File: config.mk
export PLATFORM = sky130hd
export DESIGN_NAME = lcd_bus_receiver
export DESIGN_NICKNAME = d
export VERILOG_FILES = /design/src/rtl/lcd_bus_receiver.sv
export SDC_FILE = /design/constraint.sdc
export NUM_CORES = 1
export LEC_CHECK = 0
export ABC_AREA = 1
export CAP_MARGIN = 5
export CORE_UTILIZATION = 49
export CTS_CLUSTER_SIZE = 8
export DETAILED_ROUTE_END_ITERATION = 8
export PLACE_DENSITY = 0.85
export REMOVE_ABC_BUFFERS = 1
export SLEW_MARGIN = 10
export SYNTH_ARGS = -nofsm -noshare
export SYNTH_HDL_FRONTEND = slang
export SYNTH_SLANG_ARGS = --single-unit
File: constraint.sdc
create_clock -name clk -period 2.5 [get_ports clk]
set_input_delay 0.375 -clock clk [delete_from_list [all_inputs] [get_ports clk]]
set_output_delay 0.375 -clock clk [all_outputs]
set_load 0.03 [all_outputs]
File: src/rtl/lcd_bus_receiver.sv
// Responder for a 4-bit HD44780-style write bus: synchronises the pins, rebuilds
// bytes from nibble pairs and keeps a 2x16 character image of the display.
module lcd_bus_receiver #(
   parameter int         SYNC_STAGES = 2,
   parameter logic [7:0] BLANK_CHAR  = 8'h20
) (
   input  logic         clk,
   input  logic         rst_n,
   input  logic         lcd_rs,
   input  logic         lcd_rw,
   input  logic         lcd_e,
   input  logic         lcd4,
   input  logic         lcd5,
   input  logic         lcd6,
   input  logic         lcd7,
   output logic [127:0] first_line,
   output logic [127:0] second_line,
   output logic [6:0]   cursor_addr,
   output logic         disp_on,
   output logic         byte_valid,
   output logic [7:0]   byte_out,
   output logic         byte_rs,
   output logic         proto_err
);

   typedef enum logic [1:0] {
      INIT8,
      NIB_HI,
      NIB_LO
   } mode_t;

   // Bus bit positions inside the synchronised vector.
   localparam int RS_BIT = 6;
   localparam int RW_BIT = 5;
   localparam int E_BIT  = 4;

   logic [6:0] pins;
   logic [6:0] sync_q [SYNC_STAGES];
   logic [6:0] prev_q;

   logic       edge_q;
   logic       edge_rs;
   logic       edge_rw;
   logic [3:0] edge_nib;
   logic       ev;

   mode_t      mode;
   mode_t      mode_next;
   logic       load_hi;
   logic       fire;
   logic       err;

   logic [3:0] hi_nib;
   logic       hi_rs;
   logic [7:0] new_byte;
   logic       dir_inc;

   logic [7:0] line1 [16];
   logic [7:0] line2 [16];

   assign pins = {lcd_rs, lcd_rw, lcd_e, lcd7, lcd6, lcd5, lcd4};

   // All bus bits travel through the same chain so rs/rw/data stay aligned with e.
   always_ff @(posedge clk) begin
      if (!rst_n) begin
         for (int i = 0; i < SYNC_STAGES; i++) sync_q[i] <= '0;
         prev_q <= '0;
      end else begin
         sync_q[0] <= pins;
         for (int i = 1; i < SYNC_STAGES; i++) sync_q[i] <= sync_q[i-1];
         prev_q <= sync_q[SYNC_STAGES-1];
      end
   end

   always_ff @(posedge clk) begin
      if (!rst_n) begin
         edge_q   <= 1'b0;
         edge_rs  <= 1'b0;
         edge_rw  <= 1'b0;
         edge_nib <= '0;
      end else begin
         edge_q   <= prev_q[E_BIT] & ~sync_q[SYNC_STAGES-1][E_BIT];
         edge_rs  <= prev_q[RS_BIT];
         edge_rw  <= prev_q[RW_BIT];
         edge_nib <= prev_q[3:0];
      end
   end

   // Read strobes are not supported and leave every piece of state untouched.
   assign ev       = edge_q & ~edge_rw;
   assign new_byte = {hi_nib, edge_nib};

   always_ff @(posedge clk) begin
      if (!rst_n) mode <= INIT8;
      else        mode <= mode_next;
   end

   // NOTE: every output of this block gets a default first so no latch is inferred.
   always_comb begin
      mode_next = mode;
      load_hi   = 1'b0;
      fire      = 1'b0;
      err       = 1'b0;
      if (ev) begin
         case (mode)
            INIT8: begin
               if (!edge_rs && edge_nib == 4'h3)      mode_next = INIT8;
               else if (!edge_rs && edge_nib == 4'h2) mode_next = NIB_HI;
               else                                   err       = 1'b1;
            end
            NIB_HI: begin
               load_hi   = 1'b1;
               mode_next = NIB_LO;
            end
            NIB_LO: begin
               mode_next = NIB_HI;
               if (edge_rs != hi_rs) err  = 1'b1;
               else                  fire = 1'b1;
            end
            default: mode_next = INIT8;
         endcase
      end
   end

   // Two-line DDRAM map: 0x00..0x27 and 0x40..0x67 chain into each other.
   function automatic logic [6:0] cursor_step(input logic [6:0] a, input logic up);
      logic [6:0] r;
      if (up) begin
         if (a == 7'h27)      r = 7'h40;
         else if (a == 7'h67) r = 7'h00;
         else                 r = a + 7'd1;
      end else begin
         if (a == 7'h40)      r = 7'h27;
         else if (a == 7'h00) r = 7'h67;
         else                 r = a - 7'd1;
      end
      return r;
   endfunction

   // NOTE: the character image is visible on the outputs, so it is reset like any register.
   always_ff @(posedge clk) begin
      if (!rst_n) begin
         for (int i = 0; i < 16; i++) begin
            line1[i] <= BLANK_CHAR;
            line2[i] <= BLANK_CHAR;
         end
         cursor_addr <= '0;
         disp_on     <= 1'b0;
         dir_inc     <= 1'b1;
         byte_valid  <= 1'b0;
         proto_err   <= 1'b0;
         byte_out    <= '0;
         byte_rs     <= 1'b0;
         hi_nib      <= '0;
         hi_rs       <= 1'b0;
      end else begin
         byte_valid <= fire;
         proto_err  <= err;
         if (load_hi) begin
            hi_nib <= edge_nib;
            hi_rs  <= edge_rs;
         end
         if (fire) begin
            byte_out <= new_byte;
            byte_rs  <= edge_rs;
            if (edge_rs) begin
               if (cursor_addr[6:4] == 3'b000)      line1[cursor_addr[3:0]] <= new_byte;
               else if (cursor_addr[6:4] == 3'b100) line2[cursor_addr[3:0]] <= new_byte;
               cursor_addr <= cursor_step(cursor_addr, dir_inc);
            end else begin
               casez (new_byte)
                  8'b1???????: cursor_addr <= new_byte[6:0];
                  8'b00001???: disp_on     <= new_byte[2];
                  8'b000001??: dir_inc     <= new_byte[1];
                  8'b0000001?: cursor_addr <= '0;
                  8'b00000001: begin
                     for (int i = 0; i < 16; i++) begin
                        line1[i] <= BLANK_CHAR;
                        line2[i] <= BLANK_CHAR;
                     end
                     cursor_addr <= '0;
                     dir_inc     <= 1'b1;
                  end
                  default: ;
               endcase
            end
         end
      end
   end

   for (genvar g = 0; g < 16; g++) begin : g_pack
      assign first_line[127-8*g -: 8]  = line1[g];
      assign second_line[127-8*g -: 8] = line2[g];
   end

endmodule

# Yosys cells after proc, flatten, opt, wreduce, memory -nomap -nowiden
# Memory sizes are Yosys's and may differ from the RTL's.
# Cells that the tools add are included.
# classes
n_addsub	2
eq_ne	14
muxes	78
bitwise_logic	39
reduce_logical	16
# op_table
op	n
8-bit two-way mux	34
7-bit two-way mux	8
1-bit bitwise OR	34
1-bit two-way mux	28
8-bit OR reduction	2
7-bit equality test (second input constant)	2
7-bit one-hot mux with 2 select lines	1
4-bit by 2-bit equality test with 1-bit output (second input constant)	2
8-bit by 1-bit equality test with 1-bit output (second input constant)	1
4-bit two-way mux	2
7-bit by 1-bit adder with 7-bit output (second input constant)	1
7-bit by 1-bit equality test with 1-bit output (second input constant)	1
7-bit by 6-bit equality test with 1-bit output (second input constant)	1
7-bit logical NOT	1
7-bit by 1-bit subtractor with 7-bit output (second input constant)	1
6-bit by 1-bit equality test with 1-bit output (second input constant)	1
2-bit one-hot mux with 3 select lines	1
2-bit AND reduction	3
3-bit AND reduction	2
5-bit by 1-bit equality test with 1-bit output (second input constant)	1
2-bit two-way mux	2
1-bit one-hot mux with 2 select lines	2
3-bit equality test (second input constant)	1
3-bit logical NOT	1
other kinds (12)	16
# word_totals
regBits	41
ram_bits	270
input_bits	9
n_memories	3
# mem_list
memory	words	width	rd	rd_clocked_by_memory_dff	wr	line	text
line1	16	8	16	0	16	58	logic [7:0] line1 [16];
line2	16	8	16	0	16	59	logic [7:0] line2 [16];
sync_q	2	7	2	0	2	38	logic [6:0] sync_q [SYNC_STAGES];

# Depth between registers and ports, before layout
# depth
depth_word	9
ltp_mapped	12
mapped_depth_nobuf	11

# Worst setup path after synthesis
# No wires, ideal clock.
# synth_path
kind	reg-to-reg
startpoint	register cursor_addr[1]
endpoint	memory line1[15][0] (enable)
setup_ns	0.329
t_arrival_ns	1.623
setup_slack_ns	0.548
stages_incl_launch_ff	6
path_buffers	0
synth_period_minus_slack_ns	1.952
path_cell_list	dfxtp_1 > ha_1 > inv_1 > nor2_1 > nand2_1 > nand2_1
# synth_rtl
item	line	text
start: declaration	18	output logic [6:0] cursor_addr,
start signal: assignment	169	cursor_addr <= cursor_step(cursor_addr, dir_inc);
end: declaration	58	

==> results.cfg <==
[status]
status = finished clean

[clock_tree]
clk_path_buf_depth = 3
cts_hold_buf = 0
post-cts-setup-buffers = 0
clk_pin_slew_ns = 0.05
clock_sinks = 311
cts_root_buf = clkbuf_16
cts_tree = built
htree_levels = 2
cts_buffers = 44
worstSkewPairLatency_ns = 0.50
postCtsResizedCells = 0

[power]
p_int_mw = 9.276
pwr_density_cell_nw_per_um2 = 741.2
p_total_mw = 11.81
clkPwrFrac = 0.435
p_leak_nw = 5.744
power_frac_comb = 0.070
p_switching_mw = 2.534
seq_power_share = 0.495
ir_drop_mv = 0.4713
p_sw_frac = 0.2145

[placement]
placed_cell_area_um2 = 14760
hpwl_um = 19920
dp.cells = 1530
globalplace.congestion = 0.8936
port_buffers = 283

[hold_path]
hold_start = lcd6
worstHoldPathType = input pin to flip-flop
holdPathEnd = sync_q[0][2]
holdPathStages = 3

[sta]
setup_tns_ns = 0
rsz0062_at_grt = false
fmax_mhz = 451.9
slew_violations = 0
hold_viol_final = 0
holdWs_ns = 0.4053
worstMarginPinSlew_ns = 0.5917
setup_viol = 0
finalCritPeriodShare = 0.8851
min_period_ns = 2.213
fin_skew_ns = 0.01546
slew_headroom = 0.6025

[worst_setup_path]
cp-start-kind = flip-flop
setup.worst_path.end_class = flip-flop
r2r-end = line2[9][6]
worstPathArrival_ns = 2.37
path_cells = xnor2_2, nand2_2, nor3_4, buf_12, nand2_1, nand2_1
cp_common_cell = nand2_1
reg2reg_from = edge_rs
crit_slowest_cell = dfxtp_1
crit_type = flip-flop to flip-flop
max_stage_delay_ns = 0.51
cp_max_fo = 32
cp.required_ns = 2.66
r2r_cells = 6
r2r_slack_ns = 0.29

[floorplanning]
die_h_um = 155.4
start_util = 0.5048
io_pins = 284
rows = 55
die_x_um = 155.4
fp.dieArea_um2 = 24160
core-area_um2 = 22850

[global_routing]
grt_max_degree = 51
grt_pass1_wl_um = 45660
grt_use_total = 0.2519
grt_pass1_vias = 8146
overflow = 0
antenna_found_initial = 0

[yosys]
synth_cell_types = 24
netlist_instances = 957
ys_seq_area_frac = 0.7620
syn_area_um2 = 11530
ys_ff_latch = 311
avgSynthCellArea_um2 = 12.05
ys_warn_count = 0

[final_layout]
final_cells = 1588
diodes = 0
layout.nets = 1276
syn2layout_area_growth_pct = 38.14
drive_gt1_frac = 0.08392
postLayoutCellArea_um2 = 15930
final_common_cell = clkdlybuf4s50_1
mostFrequentLayoutCells = 283 x clkdlybuf4s50_1, 270 x nor2_1, 256 x edfxtp_1

[run]
max-cap-violations = 0

[routing]
ant_nets = 0
viasPerCell = 5.242
firstDrtPassIters = 5
drc_errors = 0
routed_wirelength_um = 30480
drt_iter0_markers = 688
vias = 8324
wire_per_inst_um = 19.19
stage by stage:
step	setup slack, ns	utilization
6_report	0.2873	0.6974
5_1_grt	0.1087	0.6974
4_1_cts	0.2915	0.6974
3_5_place_dp	0.1433	0.6459
3_3_place_gp	0.2033	0.6459
2_1_floorplan	-0.8621	-
power by group through the flow:
stage / Combinational [mW] / Sequential (mW) / Clock (mW)
6_report: 0.829 / 5.85 / 5.13
5_1_grt: 0.862 / 5.86 / 5.41
4_1_cts: 0.834 / 5.85 / 5.17
3_5_place_dp: 0.830 / 5.94 / 0
3_3_place_gp: 0.817 / 5.94 / 0
2_1_floorplan: 0.0931 / 6.27 / 0
synth_stat cells:
cell      count  share of area
edfxtp_1    256           0.67
inv_1        50          0.016
or2_2         2         0.0011
nor2_1      270          0.088
a31oi_1       1        0.00054
nand4_1       1        0.00054
nand3_1      56          0.024
buf_4         4         0.0026
buf_2         8         0.0035
clkbuf_1     31          0.010
inv_2         9         0.0029
dfxtp_1      55          0.095
nand2_2      24          0.013
buf_6         1        0.00098
nor2_2        2         0.0011
xnor2_2       1         0.0014
ha_1          4         0.0043
nor3_1        2        0.00087
clkinv_1      2        0.00065
a21oi_1      23          0.010
o21ai_0      28          0.012
o211ai_1      1        0.00065
nand2_1     124          0.040
nor3_4        2         0.0028
worst max-delay path: cells and delay by family (launching register included):
kind,cells,cell delay (ns)
buffers and inverters,1,0.25
flip-flops,1,0.51
XOR/XNOR,1,0.18
AND/OR/NAND/NOR,4,0.91
cells by family (layout without fill, tap and decap cells):
group                    after synthesis  count (layout)  share of synthesized area
AND/OR/NAND/NOR                      483             483                     0.1719
XOR/XNOR                               1               1                   0.001411
flip-flops                           311             311                     0.7620
AO/OA/AOI/OAI                         53              53                    0.02332
buffers and inverters                105             423                    0.03699
adder cells (fa/ha/maj)                4               4                   0.004340
worst max path at each step:
stage	from	to	slack, ns
after floorplan	hi_nib[0]	line1[0][0]	-0.86
after global placement	rst_n	line1[10][4]	0.20
after detailed placement	rst_n	line1[9][1]	0.14
after CTS	cursor_addr[2]	cursor_addr[2]	0.29
after global routing	edge_rs	line2[9][3]	0.11
final	edge_rs	line2[9][6]	0.29
state kept, by name (all words and copies together), names as in the netlist, 2 cells and up:
register	count
prev_q	7
byte_out	8
line1	128
cursor_addr	7
edge_nib	4
sync_q	14
hi_nib	4
line2	128
mode	2
area by class of cell:
type	instances	area, µm²
timing repair buffer	304	3015
fill	1577	6914
multi-input combinational	541	2333
sequential	311	8788
clock buffer	58	1175
tap	313	391.6
inverter	61	229.0
per-layer routing:
metal,vias up,part of all wire,global-route usage
met2,511,0.51,0.4471
met4,0,0.026,0.08357
met3,66,0.097,0.05487
met5,-,0,0
met1,3949,0.37,0.3046
li1,3798,-,-
(Power assumes the default switching activity.)
